[src/rtl/nibble_ram_arbiter_pkg.sv]
`default_nettype none
// +----------------------------------------------------------------------+
// | nibble_pkg : shared widths, FSM state and owner encodings             |
// | Revision   : 1.0                                                      |
// +----------------------------------------------------------------------+
package nibble_pkg;

   localparam int ADDR_W_DEF = 12;
   localparam int DATA_W_DEF = 4;
   localparam int BURST_W    = 4;

   typedef enum logic [1:0] {
      ST_IDLE = 2'b00,
      ST_CPU  = 2'b01,
      ST_DBG  = 2'b10
   } state_t;

   typedef enum logic [1:0] {
      OWN_NONE = 2'b00,
      OWN_CPU  = 2'b01,
      OWN_DBG  = 2'b10
   } owner_t;

endpackage
`default_nettype wire

[src/rtl/nibble_ram_arbiter_port_mux.sv]
`default_nettype none
// +----------------------------------------------------------------------+
// | arb_port_mux : owner-steered RAM mux and per-port read-return regs    |
// | Revision     : 1.0                                                    |
// +----------------------------------------------------------------------+
module arb_port_mux
   import nibble_pkg::*;
#(
   parameter int ADDR_W = ADDR_W_DEF,
   parameter int DATA_W = DATA_W_DEF
) (
   input  logic              clk,
   input  logic              reset,
   input  owner_t            owner,
   input  logic              cpu_req,
   input  logic              cpu_we,
   input  logic [ADDR_W-1:0] cpu_addr,
   input  logic [DATA_W-1:0] cpu_wdata,
   output logic              cpu_rvalid,
   output logic [DATA_W-1:0] cpu_rdata,
   input  logic              dbg_req,
   input  logic              dbg_we,
   input  logic [ADDR_W-1:0] dbg_addr,
   input  logic [DATA_W-1:0] dbg_wdata,
   output logic              dbg_rvalid,
   output logic [DATA_W-1:0] dbg_rdata,
   output logic              mem_cs,
   output logic              mem_we,
   output logic [ADDR_W-1:0] mem_addr,
   output logic [DATA_W-1:0] mem_wdata,
   input  logic [DATA_W-1:0] mem_rdata
);

   logic rd_cpu;
   logic rd_dbg;

   always_comb begin
      mem_cs    = 1'b0;
      mem_we    = 1'b0;
      mem_addr  = '0;
      mem_wdata = '0;
      case (owner)
         OWN_CPU: begin
            mem_cs    = cpu_req;
            mem_we    = cpu_we;
            mem_addr  = cpu_addr;
            mem_wdata = cpu_wdata;
         end
         OWN_DBG: begin
            mem_cs    = dbg_req;
            mem_we    = dbg_we;
            mem_addr  = dbg_addr;
            mem_wdata = dbg_wdata;
         end
         default: ;
      endcase
   end

   assign rd_cpu = mem_cs && !mem_we && (owner == OWN_CPU);
   assign rd_dbg = mem_cs && !mem_we && (owner == OWN_DBG);

   // Async reset clears the strobes, so an aborted read never returns.
   always_ff @(posedge clk or posedge reset) begin
      if (reset) begin
         cpu_rvalid <= 1'b0;
         dbg_rvalid <= 1'b0;
         cpu_rdata  <= '0;
         dbg_rdata  <= '0;
      end else begin
         cpu_rvalid <= rd_cpu;
         dbg_rvalid <= rd_dbg;
         if (rd_cpu) cpu_rdata <= mem_rdata;
         if (rd_dbg) dbg_rdata <= mem_rdata;
      end
   end

endmodule
`default_nettype wire

[src/rtl/nibble_ram_arbiter.sv]
`default_nettype none
// +----------------------------------------------------------------------+
// | nibble_ram_arbiter : CPU/debug arbiter for a single-port RAM         |
// | Revision           : 1.0                                              |
// +----------------------------------------------------------------------+
module nibble_ram_arbiter
   import nibble_pkg::*;
#(
   parameter int ADDR_W    = ADDR_W_DEF,
   parameter int DATA_W    = DATA_W_DEF,
   parameter int MAX_BURST = 4
) (
   input  logic              clk,
   input  logic              reset,
   input  logic              cpu_req,
   input  logic              cpu_we,
   input  logic [ADDR_W-1:0] cpu_addr,
   input  logic [DATA_W-1:0] cpu_wdata,
   output logic              cpu_gnt,
   output logic              cpu_rvalid,
   output logic [DATA_W-1:0] cpu_rdata,
   input  logic              dbg_req,
   input  logic              dbg_we,
   input  logic [ADDR_W-1:0] dbg_addr,
   input  logic [DATA_W-1:0] dbg_wdata,
   output logic              dbg_gnt,
   output logic              dbg_rvalid,
   output logic [DATA_W-1:0] dbg_rdata,
   output logic              mem_cs,
   output logic              mem_we,
   output logic [ADDR_W-1:0] mem_addr,
   output logic [DATA_W-1:0] mem_wdata,
   input  logic [DATA_W-1:0] mem_rdata,
   output logic [1:0]        owner
);

   localparam logic [BURST_W-1:0] BURST_LAST = BURST_W'(MAX_BURST - 1);

   state_t             state, state_nxt;
   owner_t             last_owner, last_nxt;
   owner_t             own;
   logic [BURST_W-1:0] burst_cnt, burst_nxt;

   always_ff @(posedge clk or posedge reset) begin
      if (reset) begin
         state      <= ST_IDLE;
         last_owner <= OWN_DBG;
         burst_cnt  <= '0;
      end else begin
         state      <= state_nxt;
         last_owner <= last_nxt;
         burst_cnt  <= burst_nxt;
      end
   end

   always_comb begin
      state_nxt = state;
      last_nxt  = last_owner;
      burst_nxt = burst_cnt;
      case (state)
         ST_IDLE: begin
            if (cpu_req && (!dbg_req || last_owner == OWN_DBG)) state_nxt = ST_CPU;
            else if (dbg_req)                                   state_nxt = ST_DBG;
         end
         ST_CPU: begin
            if (!cpu_req) begin
               state_nxt = dbg_req ? ST_DBG : ST_IDLE;
            end else if (burst_cnt == BURST_LAST) begin
               burst_nxt = '0;
               if (dbg_req) state_nxt = ST_DBG;
            end else begin
               burst_nxt = burst_cnt + 1'b1;
            end
         end
         ST_DBG: begin
            if (!dbg_req) begin
               state_nxt = cpu_req ? ST_CPU : ST_IDLE;
            end else if (burst_cnt == BURST_LAST) begin
               burst_nxt = '0;
               if (cpu_req) state_nxt = ST_CPU;
            end else begin
               burst_nxt = burst_cnt + 1'b1;
            end
         end
         default: state_nxt = ST_IDLE;
      endcase
      // Any state change restarts the burst and records the new grantee.
      if (state_nxt != state) begin
         burst_nxt = '0;
         if (state_nxt == ST_CPU) last_nxt = OWN_CPU;
         if (state_nxt == ST_DBG) last_nxt = OWN_DBG;
      end
   end

   always_comb begin
      own = OWN_NONE;
      case (state)
         ST_CPU:  own = OWN_CPU;
         ST_DBG:  own = OWN_DBG;
         default: own = OWN_NONE;
      endcase
   end

   assign owner   = own;
   assign cpu_gnt = (state == ST_CPU);
   assign dbg_gnt = (state == ST_DBG);

   arb_port_mux #(
      .ADDR_W (ADDR_W),
      .DATA_W (DATA_W)
   ) u_port_mux (
      .clk        (clk),
      .reset      (reset),
      .owner      (own),
      .cpu_req    (cpu_req),
      .cpu_we     (cpu_we),
      .cpu_addr   (cpu_addr),
      .cpu_wdata  (cpu_wdata),
      .cpu_rvalid (cpu_rvalid),
      .cpu_rdata  (cpu_rdata),
      .dbg_req    (dbg_req),
      .dbg_we     (dbg_we),
      .dbg_addr   (dbg_addr),
      .dbg_wdata  (dbg_wdata),
      .dbg_rvalid (dbg_rvalid),
      .dbg_rdata  (dbg_rdata),
      .mem_cs     (mem_cs),
      .mem_we     (mem_we),
      .mem_addr   (mem_addr),
      .mem_wdata  (mem_wdata),
      .mem_rdata  (mem_rdata)
   );

endmodule
`default_nettype wire

[config.mk]
export PLATFORM = sky130hd
export DESIGN_NAME = nibble_ram_arbiter
export DESIGN_NICKNAME = d
export VERILOG_FILES = /design/src/rtl/nibble_ram_arbiter_pkg.sv /design/src/rtl/nibble_ram_arbiter_port_mux.sv /design/src/rtl/nibble_ram_arbiter.sv
export SDC_FILE = /design/constraint.sdc
export NUM_CORES = 1
export LEC_CHECK = 0
export CORE_MARGIN = 5
export CORE_UTILIZATION = 41
export CTS_BUF_LIST = sky130_fd_sc_hd__clkbuf_16
export DETAILED_ROUTE_END_ITERATION = 10
export PLACE_DENSITY = 0.94
export SLEW_MARGIN = 0
export SYNTH_ARGS = -nofsm -noshare
export SYNTH_HDL_FRONTEND = slang
export SYNTH_SLANG_ARGS = --single-unit
export TNS_END_PERCENT = 1
[constraint.sdc]
create_clock -name clk -period 3.7 [get_ports clk]
set_input_delay 0.74 -clock clk [delete_from_list [all_inputs] [get_ports clk]]
set_output_delay 0.74 -clock clk [all_outputs]
set_load 0.02 [all_outputs]
Word level (Yosys, flattened, before mapping)
Index checks and enable logic that the tools add are counted.

Flip-flop bits (word level): 18. Memories kept: 0. Input port bits: 42. Memory bits (read-only): 0. Bits in latches: 0. Word-level logic and storage cells: 53. RAM bits: 0. Output and inout bits: 32.

Multipliers: 0. Multiplexer cells: 22. Order comparisons: 0. Add/sub/neg operators: 1. Shift-type cells: 0. Eq/ne operators: 11. Div/mod/pow operators: 0. Bitwise gates (word level): 0. Reduce and logical (&&, ||, !) cells: 12.

Operator list (count): one-hot mux 12 bit (2 select lines) (1); two-way mux 2 bit (10); two-way mux 4 bit (4); one-hot mux 4 bit (2 select lines) (2); equality test 2 bit (second input constant) (4); equality test 2 x 1 -> 1 bit (second input constant) (3); != test 3 x 2 -> 1 bit (second input constant) (2); one-hot mux 2 bit (3 select lines) (1); adder 4 x 1 -> 4 bit (second input constant) (1); equality test 4 x 2 -> 1 bit (second input constant) (1); logical AND 1 bit (4); one-hot mux 1 bit (2 select lines) (2); one-hot mux 2 bit (2 select lines) (1); AND reduction 3 bit (1); nonzero test 3 bit (1); zero test 1 bit (2); zero test 2 bit (1); != test 2 bit (1); AND reduction 2 bit (1); nonzero test 2 bit (1); logical OR 1 bit (1); two-way mux 1 bit (1).

Longest topological paths before layout
Depth in word-level cells: 8. Gate-level depth with buffers: 8. Mapped depth without buffers: 8.

Cells and area by module
A second synthesis with hierarchy kept.

Cells, all modules: 150. Area, all modules: 1401.3 sq um.

Modules (own cells, without submodules): nibble_ram_arbiter (area each 723.2 sq um, instances 1, cells an instance 83); arb_port_mux (area each 678.2 sq um, instances 1, cells an instance 67).

Least setup slack after synthesis
No wires, ideal clock.

Path type: reg2out. Start: reg state[0]. End: out mem_addr[11]. Required time: 2960 ps. Setup slack: 987 ps. Arrival: 1973 ps. Stages on the path, launching flop included: 7. Cell sequence: dfrtp_1 inv_1 ha_1 clkbuf_1 clkbuf_1 a22oi_1 nor2b_1.

Word-level cells in the longest chain between the ends: 4. Elaborated cells between the ends (all ways): 6. Classes of those cells: eq/ne (4); mux (2).

RTL lines: from (decl) (RTL line nibble_ram_arbiter.sv:39) `state_t state, state_nxt;`; from (signal assigned) (RTL line nibble_ram_arbiter.sv:50) `state <= state_nxt;`; equality test 2 bit *; named net dbg_gnt (RTL line nibble_ram_arbiter.sv:26) `output logic dbg_gnt,`; one-hot mux 2 bit (2 select lines) * (RTL line nibble_ram_arbiter.sv:97) `case (state)`; equality test 2 bit or equality test 2 x 1 -> 1 bit (tied branches) (RTL line nibble_ram_arbiter_port_mux.sv:42) `case (owner)`; one-hot mux 12 bit (2 select lines) * (RTL line nibble_ram_arbiter_port_mux.sv:42); to (decl) (RTL line nibble_ram_arbiter.sv:31) `output logic [ADDR_W-1:0] mem_addr,`.

Mark *: on every way through the listed nets, which the timed path passes. The rest lies on a longest branch.

Worst setup path after layout
Start: reg state[0]. End: out mem_addr[10].

Word-level cells in the longest chain between the ends: 4. Elaborated cells between the ends (all ways): 6. Classes of those cells: eq/ne (4); mux (2).

RTL lines (RTL line): equality test 2 bit or equality test 2 x 1 -> 1 bit (tied branches) (nibble_ram_arbiter.sv:97); one-hot mux 2 bit (2 select lines) * (nibble_ram_arbiter.sv:97); equality test 2 bit or equality test 2 x 1 -> 1 bit (tied branches) (nibble_ram_arbiter_port_mux.sv:42); one-hot mux 12 bit (2 select lines) * (nibble_ram_arbiter_port_mux.sv:42).

Mark *: on every way between the ends. The rest lies on a longest branch, timed or not.

==> metrics.cfg <==
[die]
die_x_um=66.7
die_h_um=66.7
core_area_mm2=0.00308
initial_core_util_pct=42.9
io_pins=74
dieArea_mm2=0.00445
rows=20

[routing]
drtIter0Drc=146
vias=1277
ant_nets=0
drcViolationCount=0
drtPass1Iterations=4
totalWireLength_um=3800
via_per_inst=5.15
routedWlPerCell_um=15.3

[logic_synthesis]
synth-warning-count=0
synth_top_cell_area_share_pct=32.2
synth_edf_count=0
yosysTopAreaCell=dfrtp_1
netlist_area_mm2=0.00132
synth.area.top_cells=dfrtp_1 (32%), a22oi_1 (10%), nor2b_1 (8.1%), ha_1 (7.6%), mux2_2 (6.8%)
syn_nets=183
yosys_most_used_dff=dfrtp_1
syn-instance-count=133
seq_area_frac_synth_pct=34.2
ys_types=39
avgSynthCellArea_um2=9.92
synth-async-reset-ratio_pct=100
synth-seq-cells=18

[finish]
areaGrowthSynthToFinish_pct=63.9
post-route-util_pct=70.3
drive_above_1_share_pct=9.31
nets=255
n_antenna_cell=0
final_cell_mix=clkdlybuf4s50_1 (73), a22oi_1 (18), nor2b_1 (17), dfrtp_1 (17), inv_1 (11)
mostFrequentLayoutCell=clkdlybuf4s50_1

[sta]
period_share_pct=91.1
worst_pin_slew_ns=0.806
finalHoldViolCount=0
fin_ws_ns=0.330
final.setup.tns_ns=0
slew-limit-headroom_pct=46.2
rsz0062_at_grt=false
skew_ns=0.00160
setup_viol=0
slew_violations=0
fin_crit_ns=3.37
fmax_ghz=0.297

[setup_path]
critPathLaunchType=flip-flop
crit_arrival_ns=2.63
critPathMaxFanout=19
worstSetupPathType=flip-flop to output port
cp.required_ns=2.96
endpoint_kind=output port

[clocking]
clkSinkCount=18
h-tree-depth=1
insertion_delay_ns=0.24
clk_root_buffer_cell=clkbuf_16
cts_resized=0
cts_tree=built
path_clk_slew_ns=0.05
cts_made_buffers=3
cts_hold_buf=0
clockBufferDepth=2
postCtsSetupBuffers=0

[placed_design]
dpl_worst_slack_ns=0.567
gp_congestion=0.882
portBuffers=73
hpwl_um=3090

[global_route]
grt_pass1_vias=1326
antenna_found_initial=0
use_met1_pct=20.5
grt_max_degree=20
use_met3_pct=5.06
globalRouteMet2Util_pct=32.1
grt_busiest_layer=met2
grt_use_total_pct=17.8
grt_first_pass_wirelength_um=6070
overflow=0

[pwr]
p_total_mw=1.57
ir_drop_uv=544
powerDensity_mw_per_mm2=727
power.leakage_nw=0.886

[hold_path]
hold_class=flip-flop to flip-flop

[run_status]
status=finished clean

[job]
drv_cap=0

## sequential cells by signal, indices dropped and copies added, names as in the netlist
name and flops:
burst_cnt 4, u_port_mux.cpu_rdata 4, u_port_mux.dbg_rdata 4, last_owner 2, state 2, u_port_mux.cpu_rvalid 1
u_port_mux.dbg_rvalid 1
## where the power goes
part	total [mW]	leakage [nW]	switching [mW]	internal (mW)
Combinational	1.04	0.612	0.533	0.507
Sequential	0.320	0.235	0.0501	0.270
Clock	0.213	0.0385	0.0698	0.143
## critical path, cell delays in order (launching register included)
cell	delay, ns
dfrtp_1	0.41
inv_1	0.21
ha_1	0.62
buf_4	0.27
a22oi_1	0.07
nor2b_1	0.16
clkdlybuf4s50_1	0.65
## layer usage
metal / vias to the layer above / part of all wire (%)
met5: - / 0
li1: 637 / -
met4: 0 / 1.1
met1: 606 / 38
met2: 30 / 55
met3: 4 / 5.3
## synthesized netlist by cell type (2+ instances only)
library cell	instances
a221oi_1	2
a22oi_1	18
a31oi_1	2
buf_2	2
clkbuf_1	5
dfrtp_1	17
ha_1	8
inv_1	11
mux2_1	2
mux2_2	8
mux2i_1	3
nand2_1	4
nand2b_1	2
nand4_1	2
nand4b_1	3
nor2_1	5
nor2b_1	17
## cell type report
class / instances / area [um2]
fill: 251 / 915
multi-input combinational: 96 / 791
timing repair buffer: 75 / 746
sequential: 18 / 452
clock buffer: 3 / 75.1
tap: 44 / 55.1
inverter: 11 / 41.3
clock inverter: 1 / 3.75
## cells by family after synthesis
kind of cell | share of synthesized area [%]
flip-flops | 34.2
multiplexers | 10.8
AND/OR/NAND/NOR | 21.2
adder cells (fa/ha/maj) | 7.58
XOR/XNOR | 0.664
buffers and inverters | 5.88
AO/OA/AOI/OAI | 19.6
## stage by stage
stage / instance area (um2) / hold slack (ns) / cells
detailed placement: 2080 / 0.498 / 244
global placement: 2080 / 0.488 / 244
global route: 2160 / 0.531 / 248
floorplan: 1320 / 0.487 / 133
CTS: 2160 / 0.515 / 248
finish: 2160 / 0.510 / 248
## worst paths after layout
kind	from	to	slack, ns	cells after the start
setup reg to reg	state[0]	last_owner[1]	0.70	8
hold / removal	u_port_mux.dbg_rdata[2]	u_port_mux.dbg_rdata[2]	0.51	1
min in group asynchronous	reset	u_port_mux.cpu_rdata[2]	0.88	2
setup / recovery	state[0]	mem_addr[10]	0.33	6
max in group asynchronous	reset	burst_cnt[2]	2.40	2
hold reg to reg	u_port_mux.dbg_rdata[2]	u_port_mux.dbg_rdata[2]	0.51	1
Power figures use the tool's default switching activity.
